$ cat config.mk
export PLATFORM = sky130hd
export DESIGN_NAME = key_rate_ctrl
export DESIGN_NICKNAME = d
export VERILOG_FILES = /design/src/rtl/led_pkg.sv /design/src/rtl/key_sync.sv /design/src/rtl/key_rate_ctrl.sv
export SDC_FILE = /design/constraint.sdc
export NUM_CORES = 1
export LEC_CHECK = 0
export ABC_CLOCK_PERIOD_IN_PS = 2600
export CAP_MARGIN = 20
export CORE_MARGIN = 8
export CORE_UTILIZATION = 57
export CTS_BUF_LIST = sky130_fd_sc_hd__clkbuf_8
export DETAILED_ROUTE_END_ITERATION = 6
export GPL_TIMING_DRIVEN = 0
export PLACE_DENSITY_LB_ADDON = 0.3
export SLEW_MARGIN = 20
export SYNTH_ARGS = -nofsm -noshare
export SYNTH_HDL_FRONTEND = slang
export SYNTH_SLANG_ARGS = --single-unit
export TNS_END_PERCENT = 10
$ cat constraint.sdc
create_clock -name clk -period 2.6 [get_ports clk]
set_input_delay 0.39 -clock clk [delete_from_list [all_inputs] [get_ports clk]]
set_output_delay 0.39 -clock clk [all_outputs]
set_load 0.1 [all_outputs]
$ cat src/rtl/led_pkg.sv
// Shared types and defaults for the LED blinker control path.
package led_pkg;

    typedef enum logic [1:0] {
        IDLE,
        DB_PRS,
        HELD,
        DB_REL
    } key_state_t;

    localparam int unsigned RATE_W_DEF = 2;

endpackage

$ cat src/rtl/key_sync.sv
// Two-flop synchroniser for an asynchronous single-bit input.
module key_sync #(
    parameter logic RST_VAL = 1'b0
) (
    input  logic clk,
    input  logic rst,
    input  logic d,
    output logic q
);

    logic meta;

    // Capture stage followed by the resolved output stage.
    always_ff @(posedge clk or posedge rst) begin
        if (rst) begin
            meta <= RST_VAL;
            q    <= RST_VAL;
        end else begin
            meta <= d;
            q    <= meta;
        end
    end

endmodule

$ cat src/rtl/key_rate_ctrl.sv
// Push-button front end: debounce, short/long press classification,
// and the blinker's rate select and enable registers.
module key_rate_ctrl
    import led_pkg::*;
#(
    parameter int unsigned DEBOUNCE_CYC = 1000000,
    parameter int unsigned LONG_CYC     = 50000000,
    parameter int unsigned KEY_ACT_LOW  = 1,
    parameter int unsigned RATE_W       = RATE_W_DEF
) (
    input  logic              clk,
    input  logic              rst,
    input  logic              key_in,
    output logic              key_level,
    output logic              key_press,
    output logic              key_release,
    output logic              key_long,
    output logic [RATE_W-1:0] rate_sel,
    output logic              blink_en
);

    localparam int unsigned DB_W   = $clog2(DEBOUNCE_CYC);
    localparam int unsigned HOLD_W = $clog2(LONG_CYC);
    localparam logic [DB_W-1:0]   DB_LAST   = DB_W'(DEBOUNCE_CYC - 1);
    localparam logic [HOLD_W-1:0] HOLD_LAST = HOLD_W'(LONG_CYC - 1);

    key_state_t        state, state_d;
    logic [DB_W-1:0]   db_cnt, db_cnt_d;
    logic [HOLD_W-1:0] hold_cnt, hold_cnt_d;
    logic [HOLD_W-1:0] hold_inc_c;
    logic              long_f, long_f_d;
    logic              level_d, press_d, release_d, long_d, en_d;
    logic [RATE_W-1:0] rate_d;
    logic              key_norm_c;
    logic              long_hit_c;
    logic              k;

    assign key_norm_c = (KEY_ACT_LOW != 0) ? ~key_in : key_in;
    assign hold_inc_c = (hold_cnt == HOLD_LAST) ? hold_cnt : hold_cnt + HOLD_W'(1);
    assign long_hit_c = (hold_cnt == HOLD_LAST) && !long_f;

    key_sync #(.RST_VAL(1'b0)) u_sync (
        .clk (clk),
        .rst (rst),
        .d   (key_norm_c),
        .q   (k)
    );

    // Next-state and next-output logic; release beats a coincident long pulse.
    always_comb begin
        state_d    = state;
        db_cnt_d   = db_cnt;
        hold_cnt_d = hold_cnt;
        long_f_d   = long_f;
        level_d    = key_level;
        press_d    = 1'b0;
        release_d  = 1'b0;
        long_d     = 1'b0;
        rate_d     = rate_sel;
        en_d       = blink_en;
        case (state)
            IDLE: begin
                if (k) begin
                    state_d  = DB_PRS;
                    db_cnt_d = '0;
                end
            end
            DB_PRS: begin
                if (!k) begin
                    state_d = IDLE;
                end else if (db_cnt == DB_LAST) begin
                    state_d    = HELD;
                    press_d    = 1'b1;
                    level_d    = 1'b1;
                    hold_cnt_d = '0;
                    long_f_d   = 1'b0;
                end else begin
                    db_cnt_d = db_cnt + DB_W'(1);
                end
            end
            HELD: begin
                hold_cnt_d = hold_inc_c;
                if (long_hit_c) begin
                    long_d   = 1'b1;
                    long_f_d = 1'b1;
                end
                if (!k) begin
                    state_d  = DB_REL;
                    db_cnt_d = '0;
                end
            end
            DB_REL: begin
                hold_cnt_d = hold_inc_c;
                if (!k && db_cnt == DB_LAST) begin
                    state_d   = IDLE;
                    release_d = 1'b1;
                    level_d   = 1'b0;
                    if (long_f) begin
                        en_d = ~blink_en;
                    end else begin
                        rate_d = rate_sel + RATE_W'(1);
                    end
                end else begin
                    if (k) begin
                        state_d = HELD;
                    end else begin
                        db_cnt_d = db_cnt + DB_W'(1);
                    end
                    if (long_hit_c) begin
                        long_d   = 1'b1;
                        long_f_d = 1'b1;
                    end
                end
            end
            default: begin
                state_d = IDLE;
            end
        endcase
    end

    // State, counters and registered outputs.
    always_ff @(posedge clk or posedge rst) begin
        if (rst) begin
            state       <= IDLE;
            db_cnt      <= '0;
            hold_cnt    <= '0;
            long_f      <= 1'b0;
            key_level   <= 1'b0;
            key_press   <= 1'b0;
            key_release <= 1'b0;
            key_long    <= 1'b0;
            rate_sel    <= '0;
            blink_en    <= 1'b1;
        end else begin
            state       <= state_d;
            db_cnt      <= db_cnt_d;
            hold_cnt    <= hold_cnt_d;
            long_f      <= long_f_d;
            key_level   <= level_d;
            key_press   <= press_d;
            key_release <= release_d;
            key_long    <= long_d;
            rate_sel    <= rate_d;
            blink_en    <= en_d;
        end
    end

endmodule

* After elaboration in Yosys (flattened, before gate mapping)
Cells that the tools add are included.
** Storage, ports and cells
- Register bits :: 58
- Input bits :: 3
- Output and inout bits :: 7
- Logic and storage cells :: 85
** Operators by class
- Add/sub/neg operators :: 3
- Eq/ne operators :: 16
- Muxes and demuxes :: 35
- Bitwise logic cells :: 3
- Reduce and logical (&&, ||, !) cells :: 16
** Operator list (number)
- $mux 20 :: 6
- $pmux 20 s4 :: 1
- $mux 26 :: 3
- $pmux 26 s2 :: 1
- $add 26x1->26 const B :: 1
- $eq 26x26->1 const B :: 1
- $add 20x1->20 const B :: 1
- $eq 20x20->1 const B :: 1
- $reduce_and 4->1 :: 4
- $mux 1 :: 14
- $ne 2x2->1 const B :: 7
- $mux 2 :: 6
- $pmux 2 s4 :: 1
- $reduce_and 3->1 :: 2
- $reduce_and 6->1 :: 1
- $eq 2x2->1 const B :: 2
- $ne 2x1->1 const B :: 2
- $pmux 1 s2 :: 2
- $reduce_bool 2->1 :: 2
- $ne 3x2->1 const B :: 1
- $ne 3x3->1 const B :: 1
- $not 1->1 :: 3
- $pmux 1 s3 :: 1
- $reduce_bool 3->1 :: 1
- 6 further kinds :: 8

* Depth between registers and ports, before layout
Gate-level depths: netlist of run 1.
- Depth in word-level cells :: 5
- Depth in mapped cells :: 8
- Depth with buffers taken out :: 6

* By module
From an unflattened synthesis of run 1, not the netlist that was laid out.
** Unflattened totals
- Cells, all modules :: 316
- Area total of the unflattened synthesis :: 3076.7 um^2
** Modules (own cells, without submodules)
- key_rate_ctrl :: instances 1, cells each 313, area each 3022.9 um^2, seq. area each 1402.6 um^2
- key_sync :: instances 1, cells each 3, area each 53.8 um^2, seq. area each 50.0 um^2

* Worst setup path before layout of run 1
OpenSTA, ideal clock, no wires.
- Path kind :: register -> register
- From :: register db_cnt[6]
- To :: register hold_cnt[6]
- Setup time :: 0.120 ns
- Arrival :: 2.111 ns
- Data required time :: 2.480 ns
- Slack :: 0.369 ns
- Stages on the path, launching flop included :: 8
- Buffers on the path :: 2
- Clock period less this slack :: 2.231 ns
- Cells stage by stage :: dfrtp_1 -> or4_1 -> nor4_4 -> and2_1 -> and3_1 -> buf_2 -> buf_4 -> nor2_1
** On the way
- Longest elaborated chain between the ends :: 3
** Ends and longest elaborated chain
- from (decl) :: line key_rate_ctrl.sv:28 : logic [DB_W-1:0] db_cnt, db_cnt_d;
- from (signal assigned) :: line key_rate_ctrl.sv:136 : db_cnt <= db_cnt_d;
- $eq 20x20->1 :: line key_rate_ctrl.sv:71 : end else if (db_cnt == DB_LAST) begin
- $ne 2x2->1 (no source line)
- $reduce_and 4->1 (no source line)
- to (signal assigned) :: line key_rate_ctrl.sv:137 : hold_cnt <= hold_cnt_d;
- to (decl) :: line key_rate_ctrl.sv:29 : logic [HOLD_W-1:0] hold_cnt, hold_cnt_d;
Every way passes these cells.
A chain may end at the register's enable or synchronous reset.

* Worst setup path after layout of run 1
- From :: register db_cnt[10]
- To :: register hold_cnt[9]
The elaborated chain is that of the path after synthesis.

==> results of run 1 <==
critical path: cells and delay by family (launching register included):
kind | cells | cell delay (ps)
AND/OR/NAND/NOR | 5 | 1520
flip-flops | 1 | 450
buffers and inverters | 2 | 420
cell families (layout without fill, tap and decap cells):
kind of cell | Yosys count | in the layout
flip-flops | 58 | 58
XOR/XNOR | 30 | 30
multiplexers | 8 | 8
adder cells (fa/ha/maj) | 2 | 2
buffers and inverters | 16 | 41
AO/OA/AOI/OAI | 27 | 27
AND/OR/NAND/NOR | 169 | 169
layout make-up:
cell class,count,share of cell area [%]
clock inverter,5,0.566
timing repair buffer,9,2.72
sequential,58,43.8
tap,70,2.64
clock buffer,11,4.57
inverter,6,0.755
buffer,10,1.32
multi-input combinational,236,43.6
placed cells by master, fill, tap and decap left out, types with 2 or more instances in the layout:
cell,synthesis,layout
dfrtp_1,57,57
nor2_1,36,36
nand3_1,32,32
nand2_1,28,28
xor2_1,20,20
nand4_1,16,16
nor3_1,14,14
o21ai_0,11,11
clkbuf_8,0,11
xnor2_1,10,10
nor4_1,9,9
inv_1,5,9
clkdlybuf4s50_1,0,9
and3_1,8,8
clkbuf_1,7,7
a21oi_1,7,7
mux2i_1,6,6
and4_1,5,5
nand2b_1,3,3
buf_2,2,2
or4_1,2,2
nand3b_1,2,2
nor4_4,1,2
a22o_1,2,2
a211o_1,2,2
nor4b_1,2,2
a41oi_1,2,2
nor2b_1,2,2
or3_1,2,2
ha_1,2,2
sequential cells by signal (all words and copies together), names as in the netlist:
register     count
hold_cnt        26
db_cnt          20
rate_sel         2
state            2
blink_en         1
key_level        1
key_long         1
key_press        1
key_release      1
long_f           1
u_sync.meta      1
u_sync.q         1
power breakdown:
| part | switching [uW] | internal [uW] |
|---|---|---|
| Combinational | 42.0 | 22.7 |
| Clock | 330 | 380 |
| Sequential | 18.9 | 918 |
path summary, 6_finish.rpt:
kind / from / endpoint / slack [ps] / cells past startpoint
hold reg to reg: u_sync.meta$_DFF_PP0_ / u_sync.q$_DFF_PP0_ / 360 / 0
max in group asynchronous: rst / state[1]$_DFFE_PP0P_ / 1620 / 2
hold / removal: u_sync.meta$_DFF_PP0_ / u_sync.q$_DFF_PP0_ / 360 / 0
setup reg to reg: db_cnt[10]$_DFFE_PP0P_ / hold_cnt[9]$_DFFE_PP0P_ / 110 / 7
setup / recovery: db_cnt[10]$_DFFE_PP0P_ / hold_cnt[9]$_DFFE_PP0P_ / 110 / 7
min in group asynchronous: rst / hold_cnt[11]$_DFFE_PP0P_ / 510 / 2
per-stage QoR:
| stage | hold WS [ps] | cells | TNS, ps |
|---|---|---|---|
| after floorplan | 331 | 310 | 0 |
| after global placement | 339 | 389 | -12930 |
| after detailed placement | 351 | 389 | 0 |
| after CTS | 365 | 405 | 0 |
| after global routing | 371 | 405 | 0 |
| final | 363 | 405 | 0 |
layer usage:
layer	global-route usage [%]	up-vias	part of all wire, %
met5	0	-	0
met3	6.47	12	6.5
li1	-	1159	-
met2	26.5	64	46
met4	7.50	0	1.9
met1	20.5	1153	46
==> run summary, run 1 <==
GPL Wtd Cong - 0.841
Post-synthesis compound-gate area fraction - 5.72%
Max stage delay on crit path - 580 ps
Ant diodes - 0
Main combinational cell family by area after synthesis - simple AND/OR/NAND/NOR gates
Via count - 2388
Hold Buf Count CTS - 0
CTS sink count - 58
Grt ovf - 0
Max Slew Vio Count - 0
Type of origin of the critical path - flip-flop
RSZ-0062 raised after global routing - false
Post-synthesis register bit count - 58
Post-Synth Adder-Cell Area - 0.847%
Multi-input logic area - 0.00145 sq mm
ANT nets after route - 0
Cell Rows - 26
Multiplexer share of the synthesized area - 2.80%
Area post-placement - 0.00313 sq mm
Pre-CTS setup slack - 42.7 ps
Top FF cell, synth - dfrtp_1
# H-tree levels - 3
Simple-gate portion of the synthesized area - 30.3%
CP Max Fanout - 10
Failing checks - DRC
Layout cells sized above 1 - 6.27%
Initial core utilization - 58.6%
Post-CTS Setup Bufs - 0
Relative slew margins - 33.8%
Leak - 0.00149 uW
Via/cell ratio - 5.90
Drt pass-1 iters - 7
Crit share post-route - 95.9%
Cell taking the most area after synthesis - dfrtp_1
P per Cell Area - 516 mW/mm^2
Measured slew at the worst slew-check pin - 990 ps
Critical Path Sink Type - flip-flop
Resized Gates After CTS - 0
Reg area - 0.00145 sq mm
Total Power - 1710 uW
EDFF count, synth - 0
Io pins - 10
Minimum clock period - 2490 ps
Sequential area share after synthesis - 49.2%
Top-area cell type share of the netlist area - 48.3%
CTS tree - done
Core ar. - 0.00504 sq mm
HPWL Detailed - 4060 um
Final Hold Vio Count - 0
Worst path required time - 2830 ps
Hold Crit Class - flip-flop to flip-flop
Synthesized area per cell - 9.53 sq um
Ranking of synthesized cells by area - dfrtp_1 (48%), xor2_1 (5.9%), nand3_1 (5.4%)
Die width - 88.0 um
CTS root buffer - clkbuf_8
Fmax - 401 MHz
Post-layout instance area - 0.00332 sq mm
Slowest cell on the critical path - or4b_1
Area grow syn2layout - 12.2%
Synth async-reset ratio - 100%
Ys Warns - 0
Nets - 335
Synthesized instance count - 310
1st-iter DRT viols - 218
Crit path DAT - 2730 ps
Setup WS post-layout - 105 ps
Initial antenna violation count - 0
Outcome - complete, but fails checks
Count leader, synth - dfrtp_1
Clock-pin slew on the worst setup and hold paths - 60 ps
Largest net degree at the start of global routing - 59
IO Port Bufs - 9
Routed length per placed instance - 14.9 um
Synth top cells by count - dfrtp_1 (57), nor2_1 (36), nand3_1 (32), nand2_1 (28), xor2_1 (20)
Syn_nets - 315
Synthesized area - 0.00295 sq mm
First-pass GRT wire length - 10200 um
Clock Path Buffers - 2
Overall fraction of global-route tracks in use - 17.0%
CTS Buf Count - 9
Cells along the critical path - or4b_1, nor4_4, and2_4, and3_1, buf_2, buf_4, nor2_1
Max-cap viol count - 0
Number of global-route vias before repair - 2289
Worst Skew - 6.06 ps
Xor/xnor share of the synthesized area - 8.89%
Number of library cell types mapped by synthesis - 42
DRC - 2
Clock Latency Late Sink - 340 ps
Fin util - 65.8%
Fill cells - 382
Peak supply drop - 0.436 mV
Die height - 88.0 um
Final-report setup violation count - 0
Total routed wirelength - 6020 um
Type of the worst setup path - flip-flop to flip-flop
Die footprint - 0.00774 sq mm
Power figures use the tool's default switching activity.
==> inputs of run 2 (changes only) <==
- CORE_MARGIN: 8 -> 1
==> run 2 against run 1 <==
  * The run now ends clean
  * Flip-flop and latch count did not move
  * Worst setup slack gained 80 ps
  * Sequential power barely moved
  * Final area grew 1.2%
  * Wire length decreased by 2.7%
  * Largest cell class unchanged
==> run summary, run 2 (synthesis results as in run 1) <==
Outcome - complete, no violations
CP Max Fanout - 10
Overall fraction of global-route tracks in use - 24.8%
GPL Wtd Cong - 0.865
CTS tree - done
P per Cell Area - 568 mW/mm^2
Die width - 74.0 um
Ant diodes - 0
DRC - 0
Max-cap viol count - 0
Commonest non-fill, non-tap cell in the layout - dfrtp_1
Layout cells sized above 1 - 7.74%
Core ar. - 0.00485 sq mm
Via/cell ratio - 5.93
Die footprint - 0.00547 sq mm
Crit share post-route - 92.9%
Worst reg2reg setup slack - 190 ps
Fill cells - 371
Number of global-route vias before repair - 2168
Type of origin of the critical path - flip-flop
Critical Path Sink Type - flip-flop
# H-tree levels - 3
Measured slew at the worst slew-check pin - 973 ps
RSZ-0062 raised after global routing - false
Routed length per placed instance - 14.5 um
Post-CTS Setup Bufs - 0
Fmax - 414 MHz
Top reg by flops - hold_cnt
Clock Path Buffers - 2
Crit path DAT - 2640 ps
Max reg flops - 26
Sw Ratio - 22.6%
Fin Hold WS - 358 ps
IO Port Bufs - 9
Total routed wirelength - 5850 um
Worst Skew - 7.59 ps
Via count - 2388
CTS sink count - 58
Flop pwr share - 49.1%
Setup total negative slack - 0 ps
Peak supply drop - 0.441 mV
Final Hold Vio Count - 0
Initial antenna violation count - 0
Clock Latency Late Sink - 350 ps
CTS root buffer - clkbuf_8
Logic pwr share - 3.4%
Nets - 336
Psw - 431 uW
Clock-pin slew on the worst setup and hold paths - 70 ps
Minimum clock period - 2410 ps
Leak - 0.00147 uW
Relative slew margins - 34.6%
CTS Buf Count - 9
Largest net degree at the start of global routing - 59
Worst path required time - 2820 ps
Hold Buf Count CTS - 0
Resized Gates After CTS - 0
Drt pass-1 iters - 4
Initial core utilization - 60.9%
Die height - 74.0 um
1st-iter DRT viols - 156
First-pass GRT wire length - 10000 um
Hold Crit Class - flip-flop to flip-flop
Max Slew Vio Count - 0
ANT nets after route - 0
Type of the worst setup path - flip-flop to flip-flop
Final-report setup violation count - 0
Cell Rows - 25
Internal - 1480 uW
Regs by FF count - hold_cnt: 26 flops, db_cnt: 20 flops
Io pins - 10
HPWL Detailed - 3990 um
Commonest non-fill, non-tap cells in the layout - dfrtp_1 (57), nor2_1 (36), nand3_1 (32), nand2_1 (28), xor2_1 (20)
Area grow syn2layout - 13.6%
Clock share of power - 47.4%
Grt ovf - 0
==> run 2: cell count changes in the layout (fill, tap and decap cells not counted), sizes merged <==
cell	previous run	this run
buf	3	4
bufinv	0	2
clkbuf	18	16
clkinv	1	4
clkinvlp	0	2
inv	10	5
==> run 2: worst paths after layout <==
path	from	to	cells after the start
max	state[1]$_DFFE_PP0P_	hold_cnt[25]$_DFFE_PP0P_	6
min	u_sync.meta$_DFF_PP0_	u_sync.q$_DFF_PP0_	0
max reg2reg	state[1]$_DFFE_PP0P_	hold_cnt[25]$_DFFE_PP0P_	6
min reg2reg	u_sync.meta$_DFF_PP0_	u_sync.q$_DFF_PP0_	0
max in group asynchronous	rst	db_cnt[11]$_DFFE_PP0P_	2
min in group asynchronous	rst	hold_cnt[8]$_DFFE_PP0P_	2
==> run 2: power groups by stage <==
stage	clock (uW)	sequential (uW)	combinational [uW]
4_1_cts	918	936	66.6
3_5_place_dp	0	953	66.7
5_1_grt	964	939	75.0
3_3_place_gp	0	952	63.1
2_1_floorplan	0	948	49.8
6_report	905	937	65.4
==> run 2: metrics by stage <==
stage	utilization, %	worst slack, ps	instances	total power (uW)	cell area [sq um]
after detailed placement	64.6	66.4	386	1020	3130
after global placement	64.5	-175	386	1020	3130
final	69.2	185	403	1910	3360
after CTS	69.1	34.4	402	1920	3350
after floorplan	-	369	310	998	2950
after global routing	69.2	8.57	403	1980	3360
==> run 2: layout make-up <==
type,count,area [sq um],area share (%)
buffer,10,43.8,1.30
clock buffer,9,124,3.69
clock inverter,7,93.8,2.80
inverter,6,25.0,0.746
multi-input combinational,236,1440,42.8
sequential,58,1450,43.3
tap,67,83.8,2.50
timing repair buffer,10,97.6,2.91
==> run 2: worst max-delay path, cell delays in order, from the launching register on <==
cell      delay, ps
dfrtp_1         320
clkbuf_1        250
clkinv_1        320
nor4_2          910
nand4_1         210
xor2_1          210
nor2_1           70
==> run 2: layer usage <==
metal	vias to the layer above	wire [um]	GRT usage, %
met5	-	0	0
met4	0	61	9.19
met3	6	334	8.67
met2	66	2630	36.4
met1	1162	2820	34.2
li1	1154	-	-
